## src/rtl/demux3_writeback.sv

```systemverilog
// demux3_writeback: 1-to-3 write-back distributor; define DEMUX3_AUTO_SEL_EN for round-robin destination select
module demux3_writeback #(
    parameter int DW   = 14,
    parameter int CNTW = 8
) (
    input  logic            clk,
    input  logic            rst,
    input  logic            in_valid,
    output logic            in_ready,
    input  logic [DW-1:0]   in_data,
    input  logic [1:0]      in_sel,
    output logic            d1_valid,
    output logic            d2_valid,
    output logic            d3_valid,
    input  logic            d1_ready,
    input  logic            d2_ready,
    input  logic            d3_ready,
    output logic [DW-1:0]   d1_data,
    output logic [DW-1:0]   d2_data,
    output logic [DW-1:0]   d3_data,
    output logic            err,
    input  logic            clr_err,
    output logic [CNTW-1:0] drop_cnt
);
    logic [1:0]    sel;
    logic [2:0]    vld;
    logic [2:0]    rdy;
    logic [3:0]    room;
    logic [DW-1:0] dat [3];
    logic          acc;

    assign rdy = {d3_ready, d2_ready, d1_ready};
    assign {d3_valid, d2_valid, d1_valid} = vld;
    assign d1_data = dat[0];
    assign d2_data = dat[1];
    assign d3_data = dat[2];
    // The illegal code 11 always has room so dropped words never stall the stream
    assign room = {1'b1, rdy | ~vld};
    assign in_ready = room[sel];
    assign acc = in_valid & in_ready;

    always_ff @(posedge clk) begin
        for (int i = 0; i < 3; i++) begin
            if (rst) begin
                vld[i] <= 1'b0;
                dat[i] <= '0;
            end else if (acc && sel == 2'(i)) begin
                vld[i] <= 1'b1;
                dat[i] <= in_data;
            end else if (rdy[i]) begin
                vld[i] <= 1'b0;
            end
        end
    end

`ifdef DEMUX3_AUTO_SEL_EN
    logic [1:0] ptr;
    logic       unused_in;

    assign unused_in = ^{in_sel, clr_err};
    assign sel = ptr;
    assign err = 1'b0;
    assign drop_cnt = '0;

    always_ff @(posedge clk) begin
        if (rst)
            ptr <= 2'd0;
        else if (acc)
            ptr <= (ptr == 2'd2) ? 2'd0 : ptr + 2'd1;
    end
`else
    assign sel = in_sel;

    always_ff @(posedge clk) begin
        if (rst || clr_err) begin
            err      <= 1'b0;
            drop_cnt <= '0;
        end else if (acc && sel == 2'd3) begin
            err      <= 1'b1;
            drop_cnt <= (drop_cnt == '1) ? drop_cnt : drop_cnt + 1'b1;
        end
    end
`endif
endmodule

```

## config.mk

```make
export PLATFORM = sky130hd
export DESIGN_NAME = demux3_writeback
export DESIGN_NICKNAME = d
export VERILOG_FILES = /design/src/rtl/demux3_writeback.sv
export SDC_FILE = /design/constraint.sdc
export NUM_CORES = 1
export LEC_CHECK = 0
export ABC_AREA = 0
export CORE_MARGIN = 5
export CORE_UTILIZATION = 25
export CTS_CLUSTER_DIAMETER = 80
export DETAILED_ROUTE_END_ITERATION = 10
export SLEW_MARGIN = 0
export SYNTH_ARGS = -nofsm -noshare
export SYNTH_HDL_FRONTEND = slang
export SYNTH_SLANG_ARGS = --single-unit
```

## constraint.sdc

```tcl
create_clock -name clk -period 3.1 [get_ports clk]
set_input_delay 0.775 -clock clk [delete_from_list [all_inputs] [get_ports clk]]
set_output_delay 0.775 -clock clk [all_outputs]
set_load 0.005 [all_outputs]
```

== Yosys cells after proc, flatten, opt, wreduce, memory -nomap -nowiden ==
Memories as Yosys holds them, arrays and structs flattened.
Index checks and enable logic that the tools add are counted.

* Bits in registers: 12
* Input bits: 23
* Output and inout bits: 55
* RAM bits: 42
* Memories: 1

* Add/subtract/negate cells: 1
* Equal/unequal tests: 4
* Multiplexer cells: 22
* Bitwise operators: 7
* $lt $le $gt $ge: 1
* Reduce and logical (&&, ||, !) cells: 10

{| class="wikitable"
|+ Memories
! name !! words !! bits a word !! rd ports !! clocked after Yosys merged registers in !! write ports !! line !! source
|-
| dat || 3 || 14 || 3 || 0 || 3 || 29 || <nowiki>logic [DW-1:0] dat [3];</nowiki>
|}

{| class="wikitable"
|+ Operators by type and width
! cell !! number
|-
| 14-bit two-way mux || 3
|-
| 1-bit two-way mux || 18
|-
| 8-bit by 1-bit adder with 8-bit output, second input constant || 1
|-
| 8-bit == test, second input constant || 1
|-
| 2-bit nonzero test || 3
|-
| 2-bit == test, second input constant || 2
|-
| 1-bit logical AND || 4
|-
| 2-bit by 3-bit less-than comparator with 1-bit output, second input constant || 1
|-
| 3-bit NOT || 1
|-
| 1-bit OR || 3
|-
| 3-bit OR || 1
|-
| 1-bit binary-select mux with 2-bit select || 1
|-
| 2-bit by 1-bit == test with 1-bit output, second input constant || 1
|-
| 2-bit logical NOT || 1
|-
| 2-bit AND reduction || 1
|-
| 1-bit bitwise AND || 1
|-
| 1-bit logical OR || 1
|-
| 1-bit NOT || 1
|}

== Depth between registers and ports, before layout ==
* Depth in word-level cells: 10
* Depth in mapped cells: 5
* Gate-level depth less buffers: 4

== Worst setup path after synthesis ==
OpenSTA, ideal clock, no wires.

* Path type: input to output
* Start: input in_sel[1]
* End: output in_ready
* Buffers on the path: 1
* Cell stages on the path: 3
* Slack: 1156 ps
* Arrival time: 1169 ps
* Path through: buf_6 mux2i_1 o21ai_0

* Longest elaborated chain between the ends: 2

{| class="wikitable"
|+ RTL lines
! item !! line !! source
|-
| from (decl) || 11 || <nowiki>input logic [1:0] in_sel,</nowiki>
|-
| 1-bit binary-select mux with 2-bit select || 39 || <nowiki>assign in_ready = room[sel];</nowiki>
|-
| 1-bit two-way mux (implied by the code) || 39 ||
|-
| to (decl) || 9 || <nowiki>output logic in_ready,</nowiki>
|}

No other way between the ends. The select of a mux whose other input is x is not followed.

== Final worst setup path ==
* Start: input d3_ready
* End: output in_ready

* Longest elaborated chain between the ends: 3

{| class="wikitable"
|+ RTL lines
! item !! line !! source
|-
| from (decl) || 17 || <nowiki>input logic d3_ready,</nowiki>
|-
| 3-bit OR || 38 || <nowiki>assign room = {1'b1, rdy | ~vld};</nowiki>
|-
| 1-bit binary-select mux with 2-bit select || 39 ||
|-
| 1-bit two-way mux (implied by the code) || 39 ||
|}

No other way between the ends. The select of a mux whose other input is x is not followed.

==> results.cfg <==
[outcome]
outcome = finished, final reports clean

[setup_path]
critPathSlowestCell = clkdlybuf4s50_1
crit_end = in_ready
r2r_cells = 4
cp_max_fo = 2
reg2reg_from = vld[2]$_SDFFE_PP0P_
cpMostUsedCell = clkdlybuf4s50_1
required_ps = 2320
r2r-end = dat[2][1]$_SDFFCE_PN0P_
endpoint_kind = output pin
arrival_ps = 2190
path_class = in -> out
startpoint = d3_ready
critPathMaxStageDelay_ps = 540
regToRegSetupSlack_ps = 1700
crit_chain = clkdlybuf4s50_1 > nand2b_1 > mux2i_1 > o21ai_0 > clkdlybuf4s50_1
cp-start-kind = input pin

[global_route]
grtUsageTotal_pct = 10.4
grt_max_degree = 18
antenna_found_initial = 0
grt-ovfl-total = 0
grt_pass1_vias = 1620
grt_pass1_wl_um = 8380

[synthesis]
synth_ff_type = edfxtp_1
synth_area_leader_cell = edfxtp_1
synthDistinctLibCells = 35
synth-edff-count = 42
synth_common_cells = 48 x nor2_1, 42 x edfxtp_1, 21 x nand2_1, 12 x dfxtp_1, 5 x nand2b_1
synth_fp_nets = 204
ys_async_sr_fraction_pct = 0
synth_most_common_cell = nor2_1
yosys-top-cells-area = edfxtp_1 58%, dfxtp_1 11%, nor2_1 8.3%, nand2_1 3.6%, nand2b_1 1.4%
yosysWarnings = 0
ys_seq_area_share_pct = 69.0
syn_area_um2 = 2170
ys_ff_latch = 54
yosysTopAreaCellShare_pct = 58.0
syn_inst = 180
syn_area_per_cell_um2 = 12.1

[cells_and_area]
syn_to_final_growth_pct = 45.5
diodes = 0
layout.nets = 286
drive_gt1_share_pct = 7.60

[floorplanning]
io_pins = 78
die_h_um = 103
fp.coreArea_um2 = 8590
die_area_um2 = 10700
die_w_um = 103
rows = 34
initial_core_util_pct = 25.3

[detailed_routing]
first_iter_violations = 64
routed-wl-met2_um = 2560
highest_layer = met4
wire_per_inst_um = 14.7
drt_pass1_iterations = 4
detail_route.wirelength_um = 5460
drtAntennaViolNets = 0
num_vias = 1648
vias_per_cell = 4.44
drcViolationCount = 0
route.met3.wl_um = 482
routedLengthMet1_um = 2370

[power]
max-vdd-ir-drop_mv = 0.190
finalPower_uw = 1360
cellPowerDensity_nw_per_um2 = 429
cellLeakagePower_uw = 0.00111

[clocking]
numCtsBuffers = 5
cts.sinks = 54
cts_setup_buffers = 0
htreeDepth = 2
path_clk_slew_ps = 100
clockBufferDepth = 2
clock_latency_ps = 300
clockRootBuffer = clkbuf_8
cts_tree = built

[timing]
fmax_mhz = 337
slew_viol_final = 0
worstMarginPinSlew_ps = 613
fin_crit_sh_pct = 95.6
rsz0062_at_grt = false
skew_ps = 4.45
setup_viol = 0
min_period_ps = 2960
relSlewSlack_pct = 59.0
hold_viol_final = 0
holdWs_ps = 489

[hold_path]
hold_path_class = reg -> reg

[flow_run]
drv_cap = 0

[placement]
numPortBuffers = 77
place.gp.congestion = 0.765
dp_hpwl_um = 4040
## what timing repair did
item | 4_1_cts | 5_1_grt
resized for setup | 1 | 0
setup endpoints to repair | 1 | 0
hold buffers | 0 | 0
## routing by layer
metal / vias to the layer above / global-route usage, %
li1: 809 / -
met1: 775 / 13.0
met2: 60 / 17.7
met3: 4 / 2.82
met4: 0 / 2.99
met5: - / 0
## critical path, delay by kind of cell
kind                   cells  cell delay (ps)
AND/OR/NAND/NOR            1              130
multiplexers               1               70
AO/OA/AOI/OAI              1              210
buffers and inverters      2             1010
## sequential cells by signal (all words and copies together), names as in the netlist
| name | count |
|---|---|
| drop_cnt | 8 |
| dat | 42 |
| vld | 3 |
| err | 1 |
## cell usage in the layout (no fill, tap or decap), drive strengths merged, types with 2 or more instances in the layout
| master | n |
|---|---|
| dfxtp | 12 |
| edfxtp | 42 |
| a31oi | 4 |
| mux2i | 3 |
| clkdlybuf4s50 | 76 |
| o21ai | 3 |
| a311oi | 2 |
| and4 | 2 |
| nor2 | 48 |
| nor4 | 2 |
| a21boi | 2 |
| buf | 6 |
| and3 | 4 |
| nor2b | 2 |
| nand2 | 21 |
| a21oi | 4 |
| nand3 | 3 |
| clkbuf | 5 |
| nand2b | 5 |
| a211oi | 4 |
## per-stage QoR
step / TNS, ps / setup slack [ps] / cells / utilization (%) / instance area, µm²
floorplan: 0 / 1160 / 180 / - / 2170
global placement: 0 / 4.50 / 363 / 35.8 / 3080
detailed placement: -1.92 / -1.92 / 363 / 35.8 / 3080
CTS: 0 / 54.6 / 371 / 36.8 / 3160
global route: 0 / 10.8 / 371 / 36.8 / 3160
finish: 0 / 135 / 371 / 36.8 / 3160
## kinds of logic (layout without fill, tap and decap cells)
| family | count (synthesis) | in the layout | share of synthesized area, % |
|---|---|---|---|
| muxes | 3 | 3 | 1.38 |
| DFF | 54 | 54 | 69.0 |
| and+or+nand+nor | 93 | 93 | 19.7 |
| AOI/OAI and AO/OA | 21 | 21 | 7.02 |
| adders and majority gates | 1 | 1 | 0.575 |
| buffers and inverters | 8 | 91 | 2.30 |
## worst min-delay path by stage
| stage | startpoint | endpoint | slack [ps] | depth (start not counted) |
|---|---|---|---|---|
| after global routing | drop_cnt[1]$_SDFFE_PP0P_ | drop_cnt[1]$_SDFFE_PP0P_ | 580 | 2 |
| after CTS | err$_SDFFE_PP0P_ | err$_SDFFE_PP0P_ | 500 | 2 |
| after global placement | err$_SDFFE_PP0P_ | err$_SDFFE_PP0P_ | 470 | 2 |
| after detailed placement | err$_SDFFE_PP0P_ | err$_SDFFE_PP0P_ | 470 | 2 |
| after floorplan | err$_SDFFE_PP0P_ | err$_SDFFE_PP0P_ | 460 | 2 |
| final | err$_SDFFE_PP0P_ | err$_SDFFE_PP0P_ | 490 | 2 |
## where the power goes
part / leakage [µW] / internal (µW) / total, µW / switching [µW]
logic: 0.000516 / 85.0 / 154 / 68.5
clock network: 0.0000422 / 159 / 386 / 226
registers: 0.000549 / 807 / 816 / 9.02
## layout make-up
cell class              instances  area [µm²]
repair buffers                 83         815
clock buffers                   5        68.8
flip-flops and latches         54        1500
fillers                       854        5430
well taps                     108         135
clock inverters                 3        20.0
multi-input cells             118         623
No activity file was read; power rests on OpenSTA's default activity.
